[src/rtl/noc_pkg.sv]
// Shared NoC definitions: flit field positions, route label codes and default flit width.
package noc_pkg;

   localparam int DATASIZE_DEFAULT = 40;

   localparam int SRC_MSB  = 39;
   localparam int SRC_LSB  = 36;
   localparam int DST_MSB  = 35;
   localparam int DST_LSB  = 32;
   localparam int TS_MSB   = 31;
   localparam int TS_LSB   = 24;
   localparam int DATA_MSB = 23;
   localparam int DATA_LSB = 2;
   localparam int TYPE_MSB = 1;
   localparam int TYPE_LSB = 0;

   localparam logic [3:0] LBL_NONE = 4'd0;
   localparam logic [3:0] LBL_L    = 4'd1;
   localparam logic [3:0] LBL_N    = 4'd2;
   localparam logic [3:0] LBL_E    = 4'd3;
   localparam logic [3:0] LBL_S    = 4'd4;
   localparam logic [3:0] LBL_W    = 4'd5;

endpackage

[src/rtl/input_port_unit_if.sv]
// Link-side and allocator-side signals of one router input port.
interface input_port_unit_if #(
   parameter int DATASIZE = 40,
   parameter int WIDTH    = 3
);
   // A flit is accepted on a rising edge where data_in_valid=1 and full=0; otherwise the
   // sender holds it and retries. ready=1 on an edge consumes the presented head flit,
   // and is ignored while count==0.
   logic [DATASIZE-1:0] data_in;
   logic                data_in_valid;
   logic                full;
   logic                ready;
   logic [3:0]          label;
   logic [DATASIZE-1:0] data_out;
   logic [WIDTH:0]      count;

   modport master (
      output data_in, data_in_valid, ready,
      input  full, label, data_out, count
   );

   modport slave (
      input  data_in, data_in_valid, ready,
      output full, label, data_out, count
   );
endinterface

[src/rtl/route_compute.sv]
// XY dimension-order route selection for a destination {dx, dy}; rows grow southward.
module route_compute
   import noc_pkg::*;
#(
   parameter int X_ID = 0,
   parameter int Y_ID = 0
) (
   input  logic [3:0] i_dst,
   output logic [3:0] o_label
);

   localparam logic [1:0] X_POS = 2'(X_ID);
   localparam logic [1:0] Y_POS = 2'(Y_ID);

   logic [1:0] w_dx;
   logic [1:0] w_dy;

   assign w_dx = i_dst[3:2];
   assign w_dy = i_dst[1:0];

   always_comb begin
      o_label = LBL_L;
      if (w_dx > X_POS)      o_label = LBL_E;
      else if (w_dx < X_POS) o_label = LBL_W;
      else if (w_dy > Y_POS) o_label = LBL_S;
      else if (w_dy < Y_POS) o_label = LBL_N;
   end

endmodule

[src/rtl/input_port_unit.sv]
// Router input port: flit FIFO with XY route label computed from the head flit.
module input_port_unit
   import noc_pkg::*;
#(
   parameter int DEPTH    = 8,
   parameter int WIDTH    = 3,
   parameter int DATASIZE = DATASIZE_DEFAULT,
   parameter int X_ID     = 0,
   parameter int Y_ID     = 0
) (
   input logic               clk,
   input logic               rst_n,
   input_port_unit_if.slave  port
);

   localparam logic [WIDTH:0] FULL_COUNT = (WIDTH + 1)'(DEPTH);

   logic [DATASIZE-1:0] r_mem [DEPTH];
   logic [WIDTH-1:0]    r_wr_ptr;
   logic [WIDTH-1:0]    r_rd_ptr;
   logic [WIDTH:0]      r_count;

   logic                w_full;
   logic                w_empty;
   logic                w_push;
   logic                w_pop;
   logic [DATASIZE-1:0] w_head;
   logic [3:0]          w_route;

   assign w_full  = (r_count == FULL_COUNT);
   assign w_empty = (r_count == '0);
   // Push qualifies on the registered full only, so a push is dropped while full even
   // when a pop frees a slot in the same cycle.
   assign w_push  = port.data_in_valid && !w_full;
   assign w_pop   = port.ready && !w_empty;
   assign w_head  = r_mem[r_rd_ptr];

   always_ff @(posedge clk) begin
      if (rst_n) begin
         r_wr_ptr <= '0;
         r_rd_ptr <= '0;
         r_count  <= '0;
      end else begin
         if (w_push) begin
            r_mem[r_wr_ptr] <= port.data_in;
            r_wr_ptr        <= r_wr_ptr + WIDTH'(1);
         end
         if (w_pop) begin
            r_rd_ptr <= r_rd_ptr + WIDTH'(1);
         end
         case ({w_push, w_pop})
            2'b10:   r_count <= r_count + (WIDTH + 1)'(1);
            2'b01:   r_count <= r_count - (WIDTH + 1)'(1);
            default: r_count <= r_count;
         endcase
      end
   end

   route_compute #(
      .X_ID (X_ID),
      .Y_ID (Y_ID)
   ) u_route (
      .i_dst   (w_head[DST_MSB:DST_LSB]),
      .o_label (w_route)
   );

   assign port.full     = w_full;
   assign port.count    = r_count;
   assign port.data_out = w_empty ? '0 : w_head;
   assign port.label    = w_empty ? LBL_NONE : w_route;

endmodule

[src/flat_wrapper.sv]
// flat-port wrapper written by rule: the top's interface ports become plain ports
module input_port_unit_flat import noc_pkg::*;
#(
   parameter int DEPTH    = 8,
   parameter int WIDTH    = 3,
   parameter int DATASIZE = DATASIZE_DEFAULT,
   parameter int X_ID     = 0,
   parameter int Y_ID     = 0
)
  (clk, rst_n, port_data_in, port_data_in_valid, port_ready, port_full, port_label, port_data_out, port_count);
  input_port_unit_if #(.DATASIZE(DATASIZE), .WIDTH(WIDTH)) port_i ();
  input logic clk;
  input logic rst_n;
  input wire logic [$bits(port_i.data_in)-1:0] port_data_in;
  input wire logic [$bits(port_i.data_in_valid)-1:0] port_data_in_valid;
  input wire logic [$bits(port_i.ready)-1:0] port_ready;
  output wire logic [$bits(port_i.full)-1:0] port_full;
  output wire logic [$bits(port_i.label)-1:0] port_label;
  output wire logic [$bits(port_i.data_out)-1:0] port_data_out;
  output wire logic [$bits(port_i.count)-1:0] port_count;
  assign port_i.data_in = port_data_in;
  assign port_i.data_in_valid = port_data_in_valid;
  assign port_i.ready = port_ready;
  assign port_full = port_i.full;
  assign port_label = port_i.label;
  assign port_data_out = port_i.data_out;
  assign port_count = port_i.count;
  input_port_unit #(.DEPTH(DEPTH), .WIDTH(WIDTH), .DATASIZE(DATASIZE), .X_ID(X_ID), .Y_ID(Y_ID)) u_core (.clk(clk), .rst_n(rst_n), .port(port_i));
endmodule
[config.mk]
export PLATFORM = sky130hd
export DESIGN_NAME = input_port_unit_flat
export DESIGN_NICKNAME = d
export VERILOG_FILES = /design/src/rtl/noc_pkg.sv /design/src/rtl/input_port_unit_if.sv /design/src/rtl/route_compute.sv /design/src/rtl/input_port_unit.sv /design/src/flat_wrapper.sv
export SDC_FILE = /design/constraint.sdc
export NUM_CORES = 1
export LEC_CHECK = 0
export ABC_AREA = 1
export BUFFER_PORTS_ARGS = -buffer_cell sky130_fd_sc_hd__buf_4
export CAP_MARGIN = 20
export CORE_ASPECT_RATIO = 0.9
export CORE_UTILIZATION = 45
export CTS_CLUSTER_DIAMETER = 150
export DETAILED_ROUTE_END_ITERATION = 6
export SYNTH_ARGS = -nofsm -noshare
export SYNTH_HDL_FRONTEND = slang
export SYNTH_SLANG_ARGS = --single-unit
[constraint.sdc]
create_clock -name clk -period 6.5 [get_ports clk]
set_input_delay 1.3 -clock clk [delete_from_list [all_inputs] [get_ports clk]]
set_output_delay 1.3 -clock clk [all_outputs]
set_load 0.05 [all_outputs]
After elaboration in Yosys (flattened, before gate mapping)
Memory sizes are Yosys's and may differ from the RTL's. A register that Yosys moved wholly into a read port is not among the register bits.
Cells that the tools add are included.
{"block": "word_totals", "reg_bits": 10, "ramBits": 320, "input_bits": 44, "elab_cells": 33, "mem_count": 1}
{"memory": "u_core.r_mem", "depth": 8, "width": 40, "read_ports": 1, "rd_clocked_by_memory_dff": 1, "write_ports": 1, "line": "input_port_unit.sv:18", "rtl": "logic [DATASIZE-1:0] r_mem [DEPTH];"}
{"block": "op_classes", "add_sub_neg": 4, "order_cmp": 4, "n_eq_ne": 3, "muxes": 12, "n_reduce_logical": 6}
{"operator": "$mux W40", "n": 1}
{"operator": "$mux W3", "n": 6}
{"operator": "$pmux W4 S2", "n": 1}
{"operator": "$add A3 B1 Y3 const B", "n": 2}
{"operator": "$add A4 B1 Y4 const B", "n": 1}
{"operator": "$eq A4 B4 Y1 const B", "n": 1}
{"operator": "$gt A2 B1 Y1 const B", "n": 2}
{"operator": "$logic_not A4 Y1", "n": 1}
{"operator": "$lt A2 B1 Y1 const B", "n": 2}
{"operator": "$sub A4 B1 Y4 const B", "n": 1}
{"operator": "$mux W1", "n": 3}
{"operator": "$eq A2 B1 Y1 const B", "n": 1}
{"operator": "$eq A2 B2 Y1 const B", "n": 1}
{"operator": "$logic_and A1 B1 Y1", "n": 2}
{"operator": "$logic_not A1 Y1", "n": 2}
{"operator": "$mux W2", "n": 1}
{"operator": "$reduce_bool A2 Y1", "n": 1}

Depth between registers and ports, before layout
{"block": "depth", "word_depth": 6, "ltp_mapped": 16, "depth_no_buf": 15}

Modules after synthesis
A second synthesis with hierarchy kept.
{"block": "unflattened", "cells_unflattened": 1400, "hier_area_um2": 14285.0}
{"module": "input_port_unit", "instances": 1, "cells_per_inst": 1388, "area_per_inst_um2": 14231.1}
{"module": "route_compute", "instances": 1, "cells_per_inst": 12, "area_per_inst_um2": 53.8}

Worst setup path before layout
OpenSTA, ideal clock, no wires.
{"block": "synth_timing", "kind": "input -> register", "from": "in port_data_in_valid", "to": "mem u_core.r_mem[6][0], enable pin", "setup_time_ps": 487, "t_arrival_ps": 4445, "path_slack_ps": 1568, "path_stages": 5, "path_cell_list": "nand2_1 > buf_2 > nor2_1 > inv_1 > nor3_1"}
{"block": "synth_via", "elab_chain_cells": 4}
{"item": "start: declaration", "line": "flat_wrapper.sv:15", "rtl": "input wire logic [$bits(port_i.data_in_valid)-1:0] port_data_in_valid;"}
{"item": "$logic_and A1 B1 Y1", "line": "input_port_unit.sv:34", "rtl": "assign w_push = port.data_in_valid && !w_full;"}
{"item": "$mux W1", "line": "input_port_unit.sv:44", "rtl": "if (w_push) begin"}
{"item": "$mux W1", "line": "input_port_unit.sv:39", "rtl": "if (rst_n) begin"}
{"item": "$mux W1 (not written as such)", "line": "input_port_unit.sv:45", "rtl": "r_mem[r_wr_ptr] <= port.data_in;"}
{"item": "end: declaration", "line": "input_port_unit.sv:18"}
Every way passes these cells.

==> summary.md <==
| Metric | Value |
|---|---|
| Reg2Reg Launch Point | `u_core.port.count[0]` |
| CTS tree | `done` |
| Crit-path max FO | `93` |
| Fin. max-slew vios | `0` |
| Clock skew | `0.01374 ns` |
| CP endpoint | `port_data_out[4]` |
| Synthesized net count | `1120` |
| Initial antenna violation count | `0` |
| Final Hold Viols | `0` |
| Maximum clock rate | `0.2033 GHz` |
| Die Height | `164.6 um` |
| Area post-placement | `14240 um2` |
| Register area share after synthesis | `74.62%` |
| Core ar. | `28940 um2` |
| Die extent in x | `182.7 um` |
| Fill count | `2544` |
| Worst endpoint required time | `5.20 ns` |
| FF+latch count, synth | `333` |
| Worst-Margin Slew | `1.028 ns` |
| FF-to-FF End | `u_core.r_mem[1][5]` |
| Netlist Area Pre-Place | `13230 um2` |
| Vias after detailed routing | `8201` |
| Clock Pin Slew Worst Setup and Hold Paths | `0.06 ns` |
| Gpl congestion | `0.7683` |
| HP Class | `reg -> reg` |
| Hold Startpoint | `u_core.r_rd_ptr[2]` |
| Final Instance Area | `15270 um2` |
| Worst-Skew Late Latency | `0.51 ns` |
| Clock tree root driver cell | `clkbuf_16` |
| PwrDens | `438.7 nW/um2` |
| Effective utilization at floorplan | `45.71%` |
| Post-route ant nets | `0` |
| Clock buffer count from CTS | `34` |
| Routed WL per cell | `18.32 um` |
| CTS max path bufs | `3` |
| Startpoint Class | `flop` |
| VDD IR-drop max | `0.2381 mV` |
| Vias/cell | `5.220` |
| Final core occ | `52.76%` |
| Leak Pwr | `5.230 nW` |
| RSZ-0062 raised after global routing | `no` |
| Fin nets | `1197` |
| Post-synthesis cell type count | `28` |
| Fin crit share | `75.67%` |
| R2r setup slk | `3.61 ns` |
| First-pass DRT Iterations | `5` |
| Hold_buf cts | `0` |
| Postcts setup bufs | `0` |
| N_diodes | `0` |
| Row count | `59` |
| # setup viols final | `0` |
| WS Path Type | `reg -> out` |
| FF-to-FF path depth | `7` |
| CP endpoint kind | `output pin` |
| WHS | `0.4799 ns` |
| Gr ovfl total | `0` |
| Io pins | `93` |
| Largest net degree at the start of global routing | `94` |
| Number of max-cap violations | `0` |
| DR iter-0 viols | `618` |
| GRT Util Overall | `19.45%` |
| Proportion of layout cells with a drive suffix above 1 | `14.04%` |
| Slew headroom | `31.31%` |
| Count of clock tree sinks | `333` |
| Residual DRC | `0` |
| Number of synthesis warnings | `0` |
| DP HPWL | `14700 um` |
| Vias in the first global route | `7910` |
| Final min period | `4.918 ns` |
| Area grow syn2layout | `15.44%` |
| Post-Syn Instances | `1072` |
| Port-buffer cells | `91` |
| Syn avg cell area | `12.34 um2` |
| Resize count post-CTS | `0` |
| Setup TNS | `0 ns` |
| DIE AREA | `30080 um2` |
| H-tree depth | `2` |
| Pwr Total | `0.006699 W` |
| Global-route wire length before repair | `44770 um` |
| Arr. time, crit path | `3.62 ns` |
| Routed WL | `28790 um` |
| Status | `completed` |
==> final cells by class <==
type                       instances  area (um2)  share of cell area (%)
sequential                       333        9877                   64.69
multi-input combinational        649        2973                   19.47
clock buffer                      43       948.4                   6.212
timing repair buffer             107       803.3                   5.261
tap                              396       495.5                   3.245
inverter                          24       92.59                  0.6064
clock inverter                    19       78.83                  0.5163
==> worst min path at each step <==
stage               slack (ns)  depth (start not counted)                 end
CTS                       0.48                          2                flop
detailed placement        0.47                          1  u_core.r_rd_ptr[0]
global route              0.50                          1  u_core.r_rd_ptr[0]
global placement          0.46                          1  u_core.r_rd_ptr[0]
floorplan                 0.43                          2                flop
finish                    0.48                          2                flop
==> stage by stage <==
step,std cells,setup WS [ns]
after floorplan,1072,1.568
after global placement,1509,2.135
after detailed placement,1509,2.128
after CTS,1571,1.566
after global routing,1571,1.286
final,1571,1.582
==> worst max-delay path, cell delays in order, from the launching register on <==
cell	delay, ns
dfxtp_4	0.60
inv_4	0.77
buf_4	0.66
o21ai_0	0.18
o21ai_0	0.10
o21ai_0	0.10
a31oi_1	0.37
buf_4	0.27
==> state kept, by name, indices dropped and copies added (netlist names), named ones only <==
signal,flops
u_core.port.count,4
u_core.r_wr_ptr,3
u_core.r_rd_ptr,3
u_core.r_mem,320
==> report_power, final <==
part / leakage (nW) / internal, W / switching, W
Combinational: 1.72 / 0.000662 / 0.00167
Sequential: 3.00 / 0.00242 / 0.000152
Clock: 0.507 / 0.00103 / 0.000763
Total: 5.23 / 0.00412 / 0.00258
==> cell families after synthesis <==
family / share of synthesized area, %
simple gates: 10.41
flops: 74.62
compound gates: 11.22
buf+inv: 3.282
fa+ha+maj: 0.3784
xor+xnor: 0.06623
other cells: 0.02835
==> cells in the mapped netlist <==
library cell,number,share of area (%)
buf_4,7,0.40
xor2_1,1,0.066
o211ai_1,1,0.057
o21ai_1,19,0.72
a31oi_1,36,1.7
nor3_1,5,0.19
nor3b_1,1,0.057
nand4_1,1,0.047
dfxtp_1,13,2.0
inv_4,1,0.047
nand2_2,1,0.047
buf_8,1,0.11
nor2_4,1,0.085
clkbuf_1,29,0.82
nor2_1,301,8.5
buf_1,4,0.11
nor2_2,1,0.047
o21ai_0,219,8.3
and2_1,1,0.047
conb_1,1,0.028
inv_1,23,0.65
nand2_1,34,0.96
ha_1,4,0.38
a21oi_1,12,0.45
nand3_1,10,0.38
buf_2,21,0.79
buf_6,4,0.34
edfxtp_1,320,73
==> layer usage <==
metal	global-route usage, %	share of wire [%]
met2	32.46	48
met3	2.558	5.5
met1	27.01	45
met5	0	0
met4	5.118	1.9
==> layout by cell type, fill, tap and decap left out, types with 2 or more instances in the layout <==
cell type  synthesis  final
nand2_1           34     34
clkinv_2           0      6
nor3_2             0      4
nand3_1           10     10
dfxtp_1           13     11
clkbuf_1          29      6
dfxtp_4            0      2
ha_1               4      4
o21ai_1           19     19
edfxtp_1         320    320
clkinv_1           0     14
a21oi_1           12     12
buf_4              7    107
a31oi_1           36     36
nor2_4             1      5
nor2_1           301    297
clkbuf_16          0     37
inv_1             23     21
o21ai_0          219    219
No activity file was read; power rests on OpenSTA's default activity.
